### config.mk
export PLATFORM = sky130hd
export DESIGN_NAME = vga_timing_gen_flat
export DESIGN_NICKNAME = d
export VERILOG_FILES = /design/src/rtl/vga_timing_pkg.sv /design/src/rtl/vga_timing_gen_if.sv /design/src/rtl/vga_timing_gen_pclk_div.sv /design/src/rtl/vga_timing_gen.sv /design/src/flat_wrapper.sv
export SDC_FILE = /design/constraint.sdc
export NUM_CORES = 1
export LEC_CHECK = 0
export BUFFER_PORTS_ARGS = -buffer_cell sky130_fd_sc_hd__clkbuf_2
export CELL_PAD_IN_SITES_DETAIL_PLACEMENT = 0
export CELL_PAD_IN_SITES_GLOBAL_PLACEMENT = 1
export CORE_MARGIN = 2
export CORE_UTILIZATION = 44
export CTS_BUF_LIST = sky130_fd_sc_hd__clkbuf_16
export CTS_CLUSTER_SIZE = 10
export DETAILED_ROUTE_END_ITERATION = 7
export PLACE_DENSITY = 0.84
export SLEW_MARGIN = 20
export SYNTH_ARGS = -nofsm -noshare
export SYNTH_HDL_FRONTEND = slang
export SYNTH_HIERARCHICAL = 1
export SYNTH_SLANG_ARGS = --single-unit
export TNS_END_PERCENT = 1
### constraint.sdc
create_clock -name clk -period 3.1 [get_ports clk]
set_input_delay 0.62 -clock clk [delete_from_list [all_inputs] [get_ports clk]]
set_output_delay 0.62 -clock clk [all_outputs]
set_load 0.01 [all_outputs]
### src/rtl/vga_timing_pkg.sv
// Purpose: shared VGA 640x480@60 raster constants and sync-window helper.
// Latency: n/a (constants and a pure function only).
// Backpressure: n/a; imported by the timing generator, pixel generator and mouse overlay.
package vga_timing_pkg;

  // Default horizontal geometry, in pixels.
  localparam int H_VISIBLE = 640;
  localparam int H_FRONT   = 16;
  localparam int H_SYNC    = 96;
  localparam int H_BACK    = 48;
  localparam int H_TOTAL   = H_VISIBLE + H_FRONT + H_SYNC + H_BACK;  // 800

  // Default vertical geometry, in lines.
  localparam int V_VISIBLE = 480;
  localparam int V_FRONT   = 10;
  localparam int V_SYNC    = 2;
  localparam int V_BACK    = 33;
  localparam int V_TOTAL   = V_VISIBLE + V_FRONT + V_SYNC + V_BACK;  // 525

  // Sync pulse windows (inclusive first/last positions).
  localparam int HS_START = H_VISIBLE + H_FRONT;             // 656
  localparam int HS_END   = H_VISIBLE + H_FRONT + H_SYNC - 1; // 751
  localparam int VS_START = V_VISIBLE + V_FRONT;             // 490
  localparam int VS_END   = V_VISIBLE + V_FRONT + V_SYNC - 1; // 491

  // Both syncs are active low for this mode.
  localparam logic SYNC_ACTIVE = 1'b0;

  // True when pos lies in [first, first+len-1].
  function automatic logic in_window(logic [9:0] pos, int first, int len);
    int p;
    p = int'(pos);
    return (p >= first) && (p < first + len);
  endfunction

endpackage

### src/rtl/vga_timing_gen_if.sv
// Purpose: raster interface from the timing generator to pixel consumers.
// Latency: n/a (wires only).
// Backpressure: none; consumers sample on pclk_en and cannot stall the raster.
// Signals: pclk_en, h_cnt, v_cnt, valid, hsync, vsync, line_start, frame_start, blink.
interface vga_timing_gen_if;
  import vga_timing_pkg::*;

  logic       pclk_en;
  logic [9:0] h_cnt;
  logic [9:0] v_cnt;
  logic       valid;
  logic       hsync;
  logic       vsync;
  logic       line_start;
  logic       frame_start;
  logic       blink;

  modport master (
    output pclk_en, h_cnt, v_cnt, valid, hsync, vsync,
    output line_start, frame_start, blink
  );

  modport slave (
    input pclk_en, h_cnt, v_cnt, valid, hsync, vsync,
    input line_start, frame_start, blink
  );
endinterface

### src/rtl/vga_timing_gen_pclk_div.sv
// Purpose: pixel clock-enable divider, one pclk_en pulse every CLK_DIV clocks.
// Latency: first pulse in the cycle where div reaches CLK_DIV-1 after reset release.
// Backpressure: none; free-running.
// Ports: clk, rst_n (async active low), pclk_en (decoded from the div register).
module pclk_div #(
  parameter int CLK_DIV = 4
) (
  input  logic clk,
  input  logic rst_n,
  output logic pclk_en
);

  generate
    if (CLK_DIV <= 1) begin : g_tied
      assign pclk_en = 1'b1;
    end else begin : g_cnt
      localparam int W = $clog2(CLK_DIV);
      localparam logic [W-1:0] LAST = W'(CLK_DIV - 1);

      logic [W-1:0] div;

      always_ff @(posedge clk or negedge rst_n) begin
        if (!rst_n) begin
          div <= '0;
        end else if (div == LAST) begin
          div <= '0;
        end else begin
          div <= div + 1'b1;
        end
      end

      assign pclk_en = (div == LAST);
    end
  endgenerate

endmodule

### src/rtl/vga_timing_gen.sv
// Purpose: VGA raster timing source (position, visible flag, syncs, line/frame markers, blink).
// Latency: valid/syncs aligned with h_cnt/v_cnt; one extra pixel tick when VGA_SYNC_DELAY_EN is defined.
// Backpressure: none; the raster free-runs and consumers sample on pclk_en.
// Ports: clk, rst_n (async active low), vif (vga_timing_gen_if.master).
module vga_timing_gen #(
  parameter int CLK_DIV   = 4,
  parameter int H_VISIBLE = vga_timing_pkg::H_VISIBLE,
  parameter int H_FRONT   = vga_timing_pkg::H_FRONT,
  parameter int H_SYNC    = vga_timing_pkg::H_SYNC,
  parameter int H_BACK    = vga_timing_pkg::H_BACK,
  parameter int V_VISIBLE = vga_timing_pkg::V_VISIBLE,
  parameter int V_FRONT   = vga_timing_pkg::V_FRONT,
  parameter int V_SYNC    = vga_timing_pkg::V_SYNC,
  parameter int V_BACK    = vga_timing_pkg::V_BACK
) (
  input  logic              clk,
  input  logic              rst_n,
  vga_timing_gen_if.master  vif
);
  import vga_timing_pkg::*;

  localparam int H_TOTAL = H_VISIBLE + H_FRONT + H_SYNC + H_BACK;
  localparam int V_TOTAL = V_VISIBLE + V_FRONT + V_SYNC + V_BACK;
  localparam int HS_FIRST = H_VISIBLE + H_FRONT;
  localparam int VS_FIRST = V_VISIBLE + V_FRONT;
  localparam logic [9:0] H_LAST = 10'(H_TOTAL - 1);
  localparam logic [9:0] V_LAST = 10'(V_TOTAL - 1);

  logic       pclk_en;
  logic [9:0] h_cnt, v_cnt;
  logic [9:0] h_nxt, v_nxt;
  logic [5:0] frame_cnt;
  logic       valid_q, hsync_q, vsync_q, line_start_q, frame_start_q;
  logic       valid_nxt, hsync_nxt, vsync_nxt;

  pclk_div #(.CLK_DIV(CLK_DIV)) u_pclk_div (
    .clk     (clk),
    .rst_n   (rst_n),
    .pclk_en (pclk_en)
  );

  // Next raster position; flags below are decoded from it so the registered
  // copies land on the same edge as the counters they describe.
  always_comb begin
    h_nxt = h_cnt + 10'd1;
    v_nxt = v_cnt;
    if (h_cnt == H_LAST) begin
      h_nxt = '0;
      v_nxt = (v_cnt == V_LAST) ? '0 : v_cnt + 10'd1;
    end
    valid_nxt = in_window(h_nxt, 0, H_VISIBLE) && in_window(v_nxt, 0, V_VISIBLE);
    hsync_nxt = in_window(h_nxt, HS_FIRST, H_SYNC) ? SYNC_ACTIVE : ~SYNC_ACTIVE;
    vsync_nxt = in_window(v_nxt, VS_FIRST, V_SYNC) ? SYNC_ACTIVE : ~SYNC_ACTIVE;
  end

  // Reset parks the raster on the last position so the first tick wraps to (0,0).
  always_ff @(posedge clk or negedge rst_n) begin
    if (!rst_n) begin
      h_cnt         <= H_LAST;
      v_cnt         <= V_LAST;
      frame_cnt     <= '0;
      valid_q       <= 1'b0;
      hsync_q       <= ~SYNC_ACTIVE;
      vsync_q       <= ~SYNC_ACTIVE;
      line_start_q  <= 1'b0;
      frame_start_q <= 1'b0;
    end else if (pclk_en) begin
      h_cnt         <= h_nxt;
      v_cnt         <= v_nxt;
      valid_q       <= valid_nxt;
      hsync_q       <= hsync_nxt;
      vsync_q       <= vsync_nxt;
      line_start_q  <= (h_nxt == '0);
      frame_start_q <= (h_nxt == '0) && (v_nxt == '0);
      if ((h_nxt == '0) && (v_nxt == '0)) begin
        frame_cnt <= frame_cnt + 6'd1;
      end
    end
  end

`ifdef VGA_SYNC_DELAY_EN
  // One more pixel tick on valid/syncs for sources with a registered memory read.
  logic valid_d, hsync_d, vsync_d;

  always_ff @(posedge clk or negedge rst_n) begin
    if (!rst_n) begin
      valid_d <= 1'b0;
      hsync_d <= ~SYNC_ACTIVE;
      vsync_d <= ~SYNC_ACTIVE;
    end else if (pclk_en) begin
      valid_d <= valid_q;
      hsync_d <= hsync_q;
      vsync_d <= vsync_q;
    end
  end

  assign vif.valid = valid_d;
  assign vif.hsync = hsync_d;
  assign vif.vsync = vsync_d;
`else
  assign vif.valid = valid_q;
  assign vif.hsync = hsync_q;
  assign vif.vsync = vsync_q;
`endif

  assign vif.pclk_en     = pclk_en;
  assign vif.h_cnt       = h_cnt;
  assign vif.v_cnt       = v_cnt;
  assign vif.line_start  = line_start_q;
  assign vif.frame_start = frame_start_q;
  assign vif.blink       = frame_cnt[5];

endmodule

### src/flat_wrapper.sv
// flat-port wrapper written by rule: the top's interface ports become plain ports
module vga_timing_gen_flat import vga_timing_pkg::*;
#(
  parameter int CLK_DIV   = 4,
  parameter int H_VISIBLE = vga_timing_pkg::H_VISIBLE,
  parameter int H_FRONT   = vga_timing_pkg::H_FRONT,
  parameter int H_SYNC    = vga_timing_pkg::H_SYNC,
  parameter int H_BACK    = vga_timing_pkg::H_BACK,
  parameter int V_VISIBLE = vga_timing_pkg::V_VISIBLE,
  parameter int V_FRONT   = vga_timing_pkg::V_FRONT,
  parameter int V_SYNC    = vga_timing_pkg::V_SYNC,
  parameter int V_BACK    = vga_timing_pkg::V_BACK
)
  (clk, rst_n, vif_pclk_en, vif_h_cnt, vif_v_cnt, vif_valid, vif_hsync, vif_vsync, vif_line_start, vif_frame_start, vif_blink);
  vga_timing_gen_if vif_i ();
  input  logic clk;
  input  logic rst_n;
  output wire logic [$bits(vif_i.pclk_en)-1:0] vif_pclk_en;
  output wire logic [$bits(vif_i.h_cnt)-1:0] vif_h_cnt;
  output wire logic [$bits(vif_i.v_cnt)-1:0] vif_v_cnt;
  output wire logic [$bits(vif_i.valid)-1:0] vif_valid;
  output wire logic [$bits(vif_i.hsync)-1:0] vif_hsync;
  output wire logic [$bits(vif_i.vsync)-1:0] vif_vsync;
  output wire logic [$bits(vif_i.line_start)-1:0] vif_line_start;
  output wire logic [$bits(vif_i.frame_start)-1:0] vif_frame_start;
  output wire logic [$bits(vif_i.blink)-1:0] vif_blink;
  assign vif_pclk_en = vif_i.pclk_en;
  assign vif_h_cnt = vif_i.h_cnt;
  assign vif_v_cnt = vif_i.v_cnt;
  assign vif_valid = vif_i.valid;
  assign vif_hsync = vif_i.hsync;
  assign vif_vsync = vif_i.vsync;
  assign vif_line_start = vif_i.line_start;
  assign vif_frame_start = vif_i.frame_start;
  assign vif_blink = vif_i.blink;
  vga_timing_gen #(.CLK_DIV(CLK_DIV), .H_VISIBLE(H_VISIBLE), .H_FRONT(H_FRONT), .H_SYNC(H_SYNC), .H_BACK(H_BACK), .V_VISIBLE(V_VISIBLE), .V_FRONT(V_FRONT), .V_SYNC(V_SYNC), .V_BACK(V_BACK)) u_core (.clk(clk), .rst_n(rst_n), .vif(vif_i));
endmodule
## Word-level counts from Yosys, hierarchy flattened

Cells that the tools add are included.

| word-level totals | value |
|---|---|
| logic and storage cells | 35 |
| output and inout port bits | 27 |
| input bits | 2 |
| register bits | 33 |

| cells by class | value |
|---|---|
| multiplexer cells | 6 |
| $lt $le $gt $ge | 6 |
| add/sub/neg operators | 4 |
| reductions and logical operators | 7 |
| eq/ne operators | 3 |

Operators by type and width:

| cell | count |
|---|---|
| $mux W10 | 3 |
| $add A10 B1 Y10 const B | 2 |
| $eq A10 B10 Y1 const B | 2 |
| $logic_not A10 Y1 | 2 |
| $lt A10 B10 Y1 const B | 2 |
| $lt A10 B9 Y1 const B | 2 |
| $ge A10 B10 Y1 const B | 1 |
| $ge A10 B9 Y1 const B | 1 |
| $add A6 B1 Y6 const B | 1 |
| $logic_and A1 B1 Y1 | 4 |
| $add A2 B1 Y2 const B | 1 |
| $eq A2 B2 Y1 const B | 1 |
| $mux W1 | 2 |
| $mux W2 | 1 |
| $reduce_and A2 Y1 | 1 |

## Logic depth before layout (Yosys ltp)

| depth | value |
|---|---|
| depth in word-level cells | 6 |
| mapped depth | 10 |
| gate-level depth less buffers | 9 |

## Hierarchy

Netlist, hierarchy kept.

Modules (own cells, without submodules):

| module | area each (um^2) | times used | cells an instance |
|---|---|---|---|
| vga_timing_gen | 2169.6 | 1 | 249 |
| pclk_div | 66.3 | 1 | 4 |

## Worst setup path before layout

Ideal clock, no wire load.

| path | value |
|---|---|
| path type | register to register |
| start point | register u_core.h_cnt[0], in the netlist u_core/vif.h_cnt[0] |
| end point | register u_core.frame_cnt[1] |
| arrival | 2.748 ns |
| required time | 2.972 ns |
| cell stages (with the launch flop) | 10 |
| clock period less this slack | 2.876 ns |
| slack | 0.224 ns |
| cells stage by stage | dfstp_2 > ha_1 > buf_4 > nand4_2 > nor4_4 > a41oi_2 > a211o_1 > a211o_1 > nor4b_4 > mux2_1 |

| on the way | value |
|---|---|
| cells in the longest elaborated chain, start to end | 5 |

RTL lines:

| element | line | text |
|---|---|---|
| start, declared | vga_timing_gen.sv:30 | `logic [9:0] h_cnt, v_cnt;` |
| start signal, assigned | vga_timing_gen.sv:68 | `h_cnt <= h_nxt;` |
| $add A10 B1 Y10 / $eq A10 B10 Y1 (equally long branches) | vga_timing_gen.sv:45, vga_timing_gen.sv:47 |  |
| $mux W10 | vga_timing_gen.sv:47 | `if (h_cnt == H_LAST) begin` |
| $logic_not A10 Y1 | vga_timing_gen.sv:75 | `if ((h_nxt == '0) && (v_nxt == '0)) begin` |
| $logic_and A1 B1 Y1 (*) | vga_timing_gen.sv:75 |  |
| $reduce_and A2 Y1 (no source line) (*) | -- |  |
| end signal, assigned | vga_timing_gen.sv:76 | `frame_cnt <= frame_cnt + 6'd1;` |
| end, declared | vga_timing_gen.sv:32 | `logic [5:0] frame_cnt;` |

Mark *: on every way between the ends. The rest lies on a longest branch, timed or not.
A chain may end at the register's enable or synchronous reset.

## Worst setup path after layout

| path | value |
|---|---|
| start point | register u_core.h_cnt[1], in the netlist u_core/vif.h_cnt[1] |
| end point | register u_core.frame_cnt[1] |

Same word-level chain as after synthesis.

==> run_results.csv <==
group,metric,value,unit
status,run_status,"finished, final reports clean",
logic_synthesis,async_flop_share,100.0,%
setup_path,critPathLaunchType,"flop",
floorplanning,dieArea,5668,um^2
hold_path,worstHoldPathType,"reg2reg",
logic_synthesis,syn_area,2236,um^2
setup_path,reg2regPathDepth,8,
sta,finalSetupViolCount,0,
final_layout,fillers,481,
floorplanning,pin_count,29,
setup_path,cpMostUsedCell,"a211o_1",
sta,rsz0062_at_grt,"false",
clock_network,cts_tree,"done",
placed_design,portBuffers,28,
setup_path,slowest_delay,0.59,ns
sta,setup_tns,0,ns
drt,vias,1993,
setup_path,r2r-start,"u_core/vif.h_cnt[1]",
logic_synthesis,synthAdderAreaFrac,3.358,%
setup_path,crit_slowest_cell,"dfstp_2",
drt,drc,0,
power,p_per_area,377.4,nW/um^2
sta,fin_crit_sh,94.18,%
run,maxCapViolations,0,
logic_synthesis,synth_top_family_by_area,"simple AND/OR/NAND/NOR gates",
setup_path,crit_type,"reg2reg",
floorplanning,die_h,75.29,um
logic_synthesis,synth_warnings,6,
setup_path,cp-end-kind,"flop",
sta,fmax,342.5,MHz
grt,grt_max_degree,34,
placed_design,dpl_cell_area,2445,um^2
clock_network,path_clk_slew,0.05,ns
clock_network,cts_buffers,5,
floorplanning,core_area,4817,um^2
final_layout,drive_gt1_share,23.49,%
logic_synthesis,synth-seq-area-share,37.60,%
power,power,985.1,uW
logic_synthesis,synth-seq-cells,33,
logic_synthesis,ys_types,56,
logic_synthesis,syn-num-nets,261,
power,leakagePower,1.136,nW
hold_path,holdCritStartpoint,"u_core/u_pclk_div/g_cnt.div[0]",
clock_network,clock_path_buffers,2,
hold_path,min_to,"u_core/u_pclk_div/g_cnt.div[0]",
clock_network,cts_setup_buffers,0,
clock_network,insertion_delay,0.27,ns
floorplanning,fp-row-count,25,
grt,antenna_found_initial,0,
final_layout,mostFrequentLayoutCell,"clkbuf_2",
setup_path,critPathTopFamily,"simple AND/OR/NAND/NOR gates",
grt,track_usage,20.07,%
logic_synthesis,synth_mux_area_share,1.903,%
sta,tightest_slew,0.8551,ns
final_layout,area_growth,16.73,%
hold_path,hold_path_depth,1,
final_layout,postLayoutCellArea,2610,um^2
floorplanning,start_util,46.42,%
sta,hold_slack,0.4377,ns
logic_synthesis,synth_edf_count,0,
drt,dr.pass1.iters,4,
final_layout,multi_input_area,1274,um^2
setup_path,reg2reg_to,"u_core/frame_cnt[1]",
sta,hold_viol_final,0,
final_layout,antenna_cells,0,
final_layout,nNetsFinal,288,
drt,wl_per_cell,15.20,um
logic_synthesis,avgSynthCellArea,8.838,um^2
clock_network,htree_levels,2,
final_layout,regArea,840.8,um^2
logic_synthesis,synth_compound_area_share,15.78,%
sta,report.final.slew_viol_count,0,
placed_design,dpl.hpwl,3.720,mm
sta,slew_headroom,42.99,%
setup_path,path_cells,"ha_2 -> nand4_2 -> nor4_1 -> o21ai_0 -> a211o_1 -> a211o_1 -> nor4b_4 -> mux2_1",
setup_path,worst-r2r-setup-slack,0.18,ns
clock_network,clkSinkCount,33,
placed_design,gp_congestion,0.8373,
floorplanning,die_w,75.29,um
grt,grt-ovfl-total,0,
sta,period_minus_slack,2.920,ns
logic_synthesis,yosys_most_used_dff,"dfrtp_1",
sta,clock_skew,0.005039,ns
drt,viasPerCell,5.727,
logic_synthesis,syn_inst,253,
sta,layout_setup_ws,0.1804,ns
final_layout,final_cell_mix,"28 x clkbuf_2, 26 x nand2_1, 21 x dfrtp_1",
power,ir_drop,0.2831,mV
drt,drtAntennaViolNets,0,
setup_path,worstPathArrival,3.07,ns
logic_synthesis,synthXorXnorAreaFrac,6.659,%
setup_path,crit_required,3.26,ns
drt,drt-total-wl,5.289,mm
setup_path,worst-path-buf-inv,0,
clock_network,hold_buffers,0,
setup_path,crit_fanout,8,
logic_synthesis,synth_simple_gate_area_share,29.16,%
grt,grt_pass1_vias,1763,
drt,dr.first_iter.drc_count,239,
placed_design,place_ws,0.1317,ns
clock_network,clock-root-buffer,"clkbuf_16",
grt,grt_first_pass_wirelength,8.673,mm
synth_stat cells (all sizes together) (4+ instances only):
master	count	area share, %
nor3	8	1.8
and3	5	1.4
dfstp	12	14
nor4	9	3.2
nand3	10	2.2
or3	4	1.1
inv	9	1.5
a31oi	4	1.1
ha	6	3.4
o31ai	6	2.0
xor2	8	3.1
nand2b	4	1.1
clkbuf	7	1.2
buf	11	2.9
o21ai	15	3.4
nand2	26	4.4
a21oi	6	1.3
nor2	19	3.2
nand4	8	2.5
dfrtp	21	24
xnor2	9	3.5
kinds of logic (layout without fill, tap and decap cells):
logic type / after synthesis / count (layout)
flops: 33 / 33
compound gates: 52 / 52
simple gates: 114 / 114
mux: 4 / 4
xor+xnor: 17 / 17
fa+ha+maj: 6 / 6
buf+inv: 27 / 55
sequential cells by signal, summed over array words and instances, names as in the netlist:
name and flops:
u_core/vif.vsync 1, u_core/u_pclk_div/g_cnt.div 2, u_core/vif.valid 1, u_core/vif.hsync 1
u_core/vif.frame_start 1, u_core/vif.h_cnt 10, u_core/vif.line_start 1, u_core/vif.v_cnt 10
u_core/frame_cnt 6
what timing repair did:
action,CTS,global route
endpoints found under the hold margin,0,0
gates resized for setup,0,1
setup endpoints to repair,0,3
metrics by stage:
stage	utilization (%)	std cells
after CTS	54.13	348
after detailed placement	50.75	340
after global routing	54.18	348
after floorplan	-	253
after global placement	50.75	340
final	54.18	348
how the worst max path moves through the flow:
stage	startpoint	end	slack (ns)	cells after the start
2_1_floorplan	u_core/vif.h_cnt[0]	u_core/frame_cnt[1]	0.22	9
3_3_place_gp	u_core/vif.h_cnt[1]	u_core/frame_cnt[1]	0.17	8
3_5_place_dp	u_core/vif.h_cnt[1]	u_core/frame_cnt[1]	0.13	8
4_1_cts	u_core/vif.h_cnt[1]	u_core/frame_cnt[1]	0.12	8
5_1_grt	u_core/vif.h_cnt[1]	u_core/frame_cnt[5]	0.0003	9
6_report	u_core/vif.h_cnt[1]	u_core/frame_cnt[1]	0.18	8
cell type report:
| class | instances | share of cell area, % |
|---|---|---|
| Multi-Input combinational cell | 193 | 48.80 |
| Clock inverter | 3 | 1.438 |
| Timing Repair Buffer | 38 | 8.245 |
| Tap cell | 67 | 3.212 |
| Sequential cell | 33 | 32.21 |
| Clock buffer | 5 | 4.794 |
| Inverter | 9 | 1.294 |
power by group:
group	internal (mW)	switching (mW)
sequential	0.432	0
clock	0.373	0.171
combinational	0.000418	0.00837
total	0.805	0.180
per-layer routing:
| metal | global-route usage (%) | up-vias | part of all wire (%) |
|---|---|---|---|
| met2 | 31.30 | 58 | 47 |
| met3 | 3.614 | 2 | 5.8 |
| met5 | 0 | - | 0 |
| li1 | - | 982 | - |
| met1 | 28.79 | 951 | 47 |
| met4 | 5.263 | 0 | 0.42 |
No activity file was read; power rests on OpenSTA's default activity.
